$ cat src/rtl/alu_op_sequencer.sv
`default_nettype none
//==============================================================================
// Module   : alu_op_sequencer
// Summary  : Launches one ALU op per request, aligned to the instruction
//            boundary, and returns the result captured on the sample phase.
// Revision : 1.0  initial release
//==============================================================================
module alu_op_sequencer #(
    parameter int WIDTH   = 16,
    parameter int TIMEOUT = 64
) (
    input  logic             clk,
    input  logic             reset,
    input  logic             req_valid,
    output logic             req_ready,
    input  logic [2:0]       req_op,
    input  logic [WIDTH-1:0] req_a,
    input  logic [WIDTH-1:0] req_b,
    input  logic             instFlag,
    input  logic             smp_phase,
    output logic [WIDTH-1:0] a,
    output logic [WIDTH-1:0] b,
    output logic             ALU_Control0,
    output logic             ALU_Control1,
    output logic             SUB,
    output logic             STL,
    output logic             Adder_Cin,
    output logic             A_mux,
    output logic             B_mux0,
    output logic             B_mux1,
    output logic             mux3_0,
    output logic             mux3_1,
    input  logic [WIDTH-1:0] alu_out_in,
    input  logic             alu_zero_in,
    output logic             rsp_valid,
    input  logic             rsp_ready,
    output logic [WIDTH-1:0] rsp_result,
    output logic             rsp_zero,
    output logic             rsp_err
);

    localparam int             c_cnt_w    = $clog2(TIMEOUT + 1);
    localparam logic [c_cnt_w-1:0] c_tmo_last = c_cnt_w'(TIMEOUT - 1);

    typedef enum logic [1:0] {
        S_IDLE     = 2'd0,
        S_ARM      = 2'd1,
        S_WAIT_SMP = 2'd2,
        S_RESP     = 2'd3
    } state_t;

    state_t               r_state;
    state_t               w_state_nxt;
    logic                 r_inst_q;
    logic                 r_smp_q;
    logic [c_cnt_w-1:0]   r_tmo_cnt;
    logic [c_cnt_w-1:0]   w_tmo_cnt_nxt;
    logic                 w_inst_rise;
    logic                 w_smp_rise;
    logic                 w_accept;
    logic                 w_legal;
    logic                 w_launch;
    logic                 w_capture;
    logic                 w_fail;
    logic [4:0]           w_dec;

    logic [WIDTH-1:0]     r_a;
    logic [WIDTH-1:0]     r_b;
    logic [4:0]           r_ctl;
    logic [WIDTH-1:0]     r_rsp_result;
    logic                 r_rsp_zero;
    logic                 r_rsp_err;

    assign w_inst_rise = instFlag & ~r_inst_q;
    assign w_smp_rise  = smp_phase & ~r_smp_q;
    assign req_ready   = (r_state == S_IDLE) && !reset;
    assign w_accept    = req_valid && req_ready;
    assign w_legal     = (req_op <= 3'd5);

    // Control word order: {ALU_Control0, ALU_Control1, SUB, STL, Adder_Cin}
    always_comb begin
        w_dec = 5'b00000;
        case (req_op)
            3'd0:    w_dec = 5'b10000;
            3'd1:    w_dec = 5'b10101;
            3'd2:    w_dec = 5'b10011;
            3'd3:    w_dec = 5'b00000;
            3'd4:    w_dec = 5'b01000;
            3'd5:    w_dec = 5'b11000;
            default: w_dec = 5'b00000;
        endcase
    end

    always_comb begin
        w_state_nxt   = r_state;
        w_tmo_cnt_nxt = r_tmo_cnt;
        w_launch      = 1'b0;
        w_capture     = 1'b0;
        w_fail        = 1'b0;
        case (r_state)
            S_IDLE: begin
                if (w_accept) begin
                    if (w_legal) begin
                        w_launch    = 1'b1;
                        w_state_nxt = S_ARM;
                    end else begin
                        w_fail      = 1'b1;
                        w_state_nxt = S_RESP;
                    end
                end
            end
            // Sample edges seen here belong to the previous instruction.
            S_ARM: begin
                if (w_inst_rise) begin
                    w_state_nxt   = S_WAIT_SMP;
                    w_tmo_cnt_nxt = '0;
                end
            end
            S_WAIT_SMP: begin
                if (w_smp_rise) begin
                    w_capture   = 1'b1;
                    w_state_nxt = S_RESP;
                end else if (r_tmo_cnt == c_tmo_last) begin
                    w_fail      = 1'b1;
                    w_state_nxt = S_RESP;
                end else begin
                    w_tmo_cnt_nxt = r_tmo_cnt + 1'b1;
                end
            end
            S_RESP: begin
                if (rsp_ready) begin
                    w_state_nxt = S_IDLE;
                end
            end
            default: w_state_nxt = S_IDLE;
        endcase
    end

    always_ff @(posedge clk or posedge reset) begin
        if (reset) begin
            r_state   <= S_IDLE;
            r_inst_q  <= 1'b0;
            r_smp_q   <= 1'b0;
            r_tmo_cnt <= '0;
        end else begin
            r_state   <= w_state_nxt;
            r_inst_q  <= instFlag;
            r_smp_q   <= smp_phase;
            r_tmo_cnt <= w_tmo_cnt_nxt;
        end
    end

    // Operands and controls stay put until the next legal launch.
    always_ff @(posedge clk or posedge reset) begin
        if (reset) begin
            r_a          <= '0;
            r_b          <= '0;
            r_ctl        <= '0;
            r_rsp_result <= '0;
            r_rsp_zero   <= 1'b0;
            r_rsp_err    <= 1'b0;
        end else begin
            if (w_launch) begin
                r_a   <= req_a;
                r_b   <= req_b;
                r_ctl <= w_dec;
            end
            if (w_capture) begin
                r_rsp_result <= alu_out_in;
                r_rsp_zero   <= alu_zero_in;
                r_rsp_err    <= 1'b0;
            end else if (w_fail) begin
                r_rsp_result <= '0;
                r_rsp_zero   <= 1'b0;
                r_rsp_err    <= 1'b1;
            end
        end
    end

    assign a          = r_a;
    assign b          = r_b;
    assign {ALU_Control0, ALU_Control1, SUB, STL, Adder_Cin} = r_ctl;
    assign A_mux      = 1'b0;
    assign B_mux0     = 1'b0;
    assign B_mux1     = 1'b0;
    assign mux3_0     = 1'b0;
    assign mux3_1     = 1'b0;
    assign rsp_valid  = (r_state == S_RESP);
    assign rsp_result = r_rsp_result;
    assign rsp_zero   = r_rsp_zero;
    assign rsp_err    = r_rsp_err;

endmodule
`default_nettype wire

$ cat config.mk
export PLATFORM = sky130hd
export DESIGN_NAME = alu_op_sequencer
export DESIGN_NICKNAME = d
export VERILOG_FILES = /design/src/rtl/alu_op_sequencer.sv
export SDC_FILE = /design/constraint.sdc
export NUM_CORES = 1
export LEC_CHECK = 0
export CAP_MARGIN = 20
export CORE_ASPECT_RATIO = 0.8
export CORE_MARGIN = 1
export CORE_UTILIZATION = 38
export DETAILED_ROUTE_END_ITERATION = 8
export PLACE_DENSITY = 0.76
export SLEW_MARGIN = 20
export SYNTH_ARGS = -nofsm -noshare
export SYNTH_HDL_FRONTEND = slang
export SYNTH_SLANG_ARGS = --single-unit
$ cat constraint.sdc
create_clock -name clk -period 2.2 [get_ports clk]
set_input_delay 0.44 -clock clk [delete_from_list [all_inputs] [get_ports clk]]
set_output_delay 0.44 -clock clk [all_outputs]
set_load 0.02 [all_outputs]
==> run metrics, run 1 <==
# DRC=10; post-layout util=0.6049; Area growth, synth to finish=50.98%; Slowest cell on crit path=dfrtp_1; GRT Total Usage=0.1769; die area=7759 um^2; worst slew pin tran=0.7710 ns; # rows=27; max-slew violations=0; Critical Path RT=1.76 ns; H-tree depth=3; run status=finished with violations; Startpoint Class=register; pin count of the biggest net entering global routing=67; # fillers=577; Netlist cell types=37; Syn Inst Count=210; Skew-Pair Late Insertion Delay=0.34 ns; Clock Skew=0.01162 ns; Peak VDD IR=0.7103 mV; final antenna-violating net count=0; Worst slew margin=0.4860; most common cell in the netlist=dfrtp_1; Arrival @ worst endpoint=1.60 ns; core footprint=7027 um^2; RePlAce Congestion=0.7307; worst hold margin=0.5017 ns; Post-synth EDFFs=0; layout cell share with drive strength beyond 1=0.1742; total power=5.898 mW; n_diodes=0; Yosys top cell area share=0.5867; failing checks=design-rule violations; Post-synth top flop=dfrtp_1; Final Hold Fails=0; unrepaired setup endpoints after global routing=no; CTS tree=yes; Initial DRC Count=85; Critical Path, Cell by Cell=inv_1 -> ha_2 -> nor2b_1 -> dlygate4sd2_1; Num CTS Buffers=9; largest delay contributor family on the critical path=buffers and inverters; PortBufs=114; area of the multi-input gates=1055 um^2; DPL Wire Length=4.488 mm; element type at the critical path end=primary output; commonest cells in the synthesized netlist=dfrtp_1 (66), mux2_2 (32), a22o_1 (19); Final Setup Violations=0; register area=1652 um^2; I/O pins=120; CTS Sinks=66; initial antenna violation count=0; drt via density=4.995; synth warn=0; Max stage delay on crit path=0.41 ns; worst path bufs/invs=2; max-cap viol count=0; Pwr Density=1388 nW/um^2; Yosys top cell by area=dfrtp_1; vias in the first global route=2,116; CTS Hold Bufs=0; sequential share of the synthesized area=0.5867; final WL=6.360 mm; Die X-Extent=98.23 um; non-filler cells, final=420; hold path start=rsp_result[2]; Worst Hold Class=register to register; crit share post-route=0.9267; initial core utilization=0.4006; Die Y=78.99 um; Post-synth ARST share=1.000; Fin Setup TNS=0 ns; Leakage=1.920 nW; nets@finish=392; Clock Path Buffers=2; largest cells by area after synthesis=dfrtp_1 (59%), mux2_2 (13%), a22o_1 (5.9%); fmax=490.5 MHz; Worst-path clk slew=0.07 ns; worst setup path start=r_state[1]; final global-route overflow total=0; syn avg cell area=13.41 um^2; post-synthesis cell area=2815 um^2; FF+latch count, synth=66; WS Path Type=register to primary output; first drt pass iteration count=9; CTS root buf=clkbuf_8; Post-Place Cells=404; routed len/inst=15.14 um; Final min period=2.039 ns; CP max FO=4; routed vias=2,098; first-pass GRT wire length=10.39 mm; r2r startpoint=r_state[0]
report_power, final:
group / internal (mW) / switching [mW]
Combinational: 1.45 / 1.29
Clock: 0.642 / 0.474
Sequential: 1.74 / 0.299
Total: 3.83 / 2.06
final timing paths:
check,end,slack (ns),depth (start not counted)
hold / removal,rsp_result[2],0.50,1
setup reg to reg,r_tmo_cnt[0],0.29,6
hold reg to reg,rsp_result[2],0.50,1
min in group asynchronous,r_inst_q,0.56,3
max in group asynchronous,a[4],1.34,3
setup / recovery,req_ready,0.16,4
area by class of cell:
class	count	share of cell area
inverter	8	0.007065
clock inverter	6	0.02120
multi-input combinational	126	0.2482
sequential	66	0.3886
timing repair buffer	117	0.2794
clock buffer	10	0.03003
tap	87	0.02561
layer usage:
metal | vias to the layer above | track usage | wire length (um)
li1 | 973 | - | -
met3 | 7 | 0.06514 | 510
met1 | 1022 | 0.2218 | 2786
met5 | - | 0 | 0
met2 | 96 | 0.2768 | 2983
met4 | 0 | 0.07612 | 80
placed cells by master (no fill, tap or decap), types with 2 or more instances in the layout:
master	count
ha_1	5
nand3_1	4
a31oi_1	2
conb_1	5
mux2_2	32
mux2i_1	5
a22o_1	19
nand2b_1	5
clkbuf_8	9
nor2_1	9
nand2_1	9
o21ai_0	3
dfrtp_1	66
nor2b_1	2
and3_1	4
inv_1	7
a21oi_1	3
buf_12	2
clkdlybuf4s50_1	113
bufinv_16	2
through the flow:
| stage | cell area (um^2) | worst slack [ns] |
|---|---|---|
| 6_report | 4250 | 0.1613 |
| 3_5_place_dp | 4031 | 0.01663 |
| 2_1_floorplan | 2830 | 0.1052 |
| 4_1_cts | 4248 | 0.1058 |
| 3_3_place_gp | 4031 | 0.1214 |
| 5_1_grt | 4250 | 0.01428 |
sequential cells by signal, summed over array words and instances (netlist names):
register    cells
b              16
r_smp_q         1
r_inst_q        1
r_ctl           5
r_tmo_cnt       7
rsp_result     16
rsp_zero        1
r_state         2
a              16
rsp_err         1
cell families (layout without fill, tap and decap cells):
logic type               after synthesis  in the layout  share of synthesized area
other                                  1              5                   0.001332
flip-flops                            66             66                     0.5867
AND/OR/NAND/NOR                       41             41                    0.08089
adder cells (fa/ha/maj)                6              6                    0.02667
AO/OA/AOI/OAI                         35             35                     0.1044
XOR/XNOR                               1              1                   0.003112
multiplexers                          38             38                     0.1511
buffers and inverters                 22            141                    0.04578
timing repair:
action	CTS	global route
setup endpoints to repair	1	1
gates resized for setup	1	1
buffers inserted	0	0
Note: power is estimated with default switching activity, not from simulation.
==> inputs of run 2 (changes only) <==
--- a/config.mk
+++ b/config.mk
@@ -10,8 +10,8 @@
 export CORE_MARGIN = 1
 export CORE_UTILIZATION = 38
 export DETAILED_ROUTE_END_ITERATION = 8
+export GPL_TIMING_DRIVEN = 0
 export PLACE_DENSITY = 0.76
-export SLEW_MARGIN = 20
 export SYNTH_ARGS = -nofsm -noshare
 export SYNTH_HDL_FRONTEND = slang
 export SYNTH_SLANG_ARGS = --single-unit
==> run metrics, run 2 (synthesis gave the netlist of run 1 again) <==
failing checks=design-rule violations; final global-route overflow total=0; routed len/inst=15.14 um; layout cell share with drive strength beyond 1=0.1919; nets@finish=403; commonest non-fill, non-tap cells in the layout=clkdlybuf4s50_1 (113), dfrtp_1 (66), mux2_2 (32); CTS tree=yes; element type at the critical path end=primary output; most common cell after layout, fill and taps aside=clkdlybuf4s50_1; Pwr Density=1380 nW/um^2; Area growth, synth to finish=53.07%; Critical Path RT=1.76 ns; # fillers=574; WS Path Type=register to primary output; Skew-Pair Late Insertion Delay=0.33 ns; Clock Skew=0.006882 ns; max-slew violations=0; CTS Hold Bufs=0; Die Y=78.99 um; Fin Setup TNS=0 ns; CP max FO=4; combinational power share=0.468; Arrival @ worst endpoint=1.61 ns; register area=1652 um^2; CTS Sinks=66; Reg power frac=0.340; CTS root buf=clkbuf_8; DPL Wire Length=4.639 mm; core footprint=7027 um^2; final antenna-violating net count=0; Leakage=1.959 nW; Final Setup Violations=0; Startpoint Class=register; Post-CTS Setup Bufs=0; n_diodes=0; routed vias=2,127; Worst Slack Setup Final=0.1467 ns; GRT Total Usage=0.1794; Peak VDD IR=0.7406 mV; Worst R2R Setup Slack=0.21 ns; fmax=487.0 MHz; Switching Fraction=0.3476; PortBufs=114; initial antenna violation count=0; Final Hold Fails=0; initial core utilization=0.4006; I/O pins=120; first-pass GRT wire length=10.73 mm; Clk network pwr share=0.192; Worst slew margin=0.4507; post_cts resized=1; unrepaired setup endpoints after global routing=no; run status=finished with violations; final WL=6.526 mm; Die X-Extent=98.23 um; Clock Path Buffers=2; Final min period=2.053 ns; crit share post-route=0.9333; Worst-path clk slew=0.08 ns; drt via density=4.935; Num CTS Buffers=9; first drt pass iteration count=8; Initial DRC Count=71; area of the multi-input gates=1050 um^2; # DRC=10; H-tree depth=3; hold path cells=1; pin count of the biggest net entering global routing=67; Reg2Reg Depth=7; max-cap viol count=0; die area=7759 um^2; Worst Hold Class=register to register; vias in the first global route=2,126; worst slew pin tran=0.8239 ns; # rows=27; RePlAce Congestion=0.7557; Post-Place Setup Slack=-0.1577 ns; Sw Pwr=2.067 mW; Internal=3.880 mW
run 2: layout make-up:
class / count / area share
Sequential cell: 66 / 0.3833
Timing Repair Buffer: 114 / 0.2645
Multi-Input combinational cell: 126 / 0.2436
Clock buffer: 10 / 0.03194
Tap cell: 87 / 0.02526
Buffer: 14 / 0.02294
Clock inverter: 6 / 0.02091
Inverter: 8 / 0.007549
run 2: final timing paths:
check | start | to
setup / recovery | r_state[1] | req_ready
hold / removal | rsp_result[10] | rsp_result[10]
setup reg to reg | r_state[0] | a[5]
hold reg to reg | rsp_result[10] | rsp_result[10]
max in group asynchronous | reset | a[7]
min in group asynchronous | reset | r_smp_q
run 2: per-layer routing:
metal  wire (um)  up-vias  track usage
met5           0        -            0
met4          95        0      0.06716
met3         510       10      0.06074
met2        2972       84       0.2739
met1        2948     1031       0.2379
li1            -     1002            -
run 2: power groups by stage:
stage	registers [mW]	logic, mW	clock network, mW
finish	2.02	2.78	1.14
global route	2.10	2.97	1.24
CTS	2.03	2.82	1.18
detailed placement	2.04	2.81	0
global placement	2.01	2.76	0
floorplan	2.61	0.919	0
run 2: critical path: stages, from the launching register on:
cell and delay (ns):
dfrtp_1 0.40, inv_1 0.13, ha_1 0.27, nor2b_1 0.15, dlygate4sd2_1 0.34
run 2: through the flow:
step / cell area (um^2) / total power [mW] / util / std cells / hold slack [ns]
2_1_floorplan: 2830 / 3.526 / - / 214 / 0.4714
3_3_place_gp: 4080 / 4.772 / 0.5807 / 415 / 0.4762
3_5_place_dp: 4083 / 4.851 / 0.5810 / 415 / 0.4810
4_1_cts: 4309 / 6.028 / 0.6132 / 431 / 0.5077
5_1_grt: 4309 / 6.306 / 0.6132 / 431 / 0.5188
6_report: 4309 / 5.947 / 0.6132 / 431 / 0.4996
==> inputs of run 3 (changes only) <==
--- a/config.mk
+++ b/config.mk
@@ -9,6 +9,7 @@
 export CORE_ASPECT_RATIO = 0.8
 export CORE_MARGIN = 1
 export CORE_UTILIZATION = 38
+export CTS_CLUSTER_SIZE = 8
 export DETAILED_ROUTE_END_ITERATION = 8
 export GPL_TIMING_DRIVEN = 0
 export PLACE_DENSITY = 0.76
==> results of run 3 <==
Same layout as run 2: the final DEF is identical, and so are final timing and power.
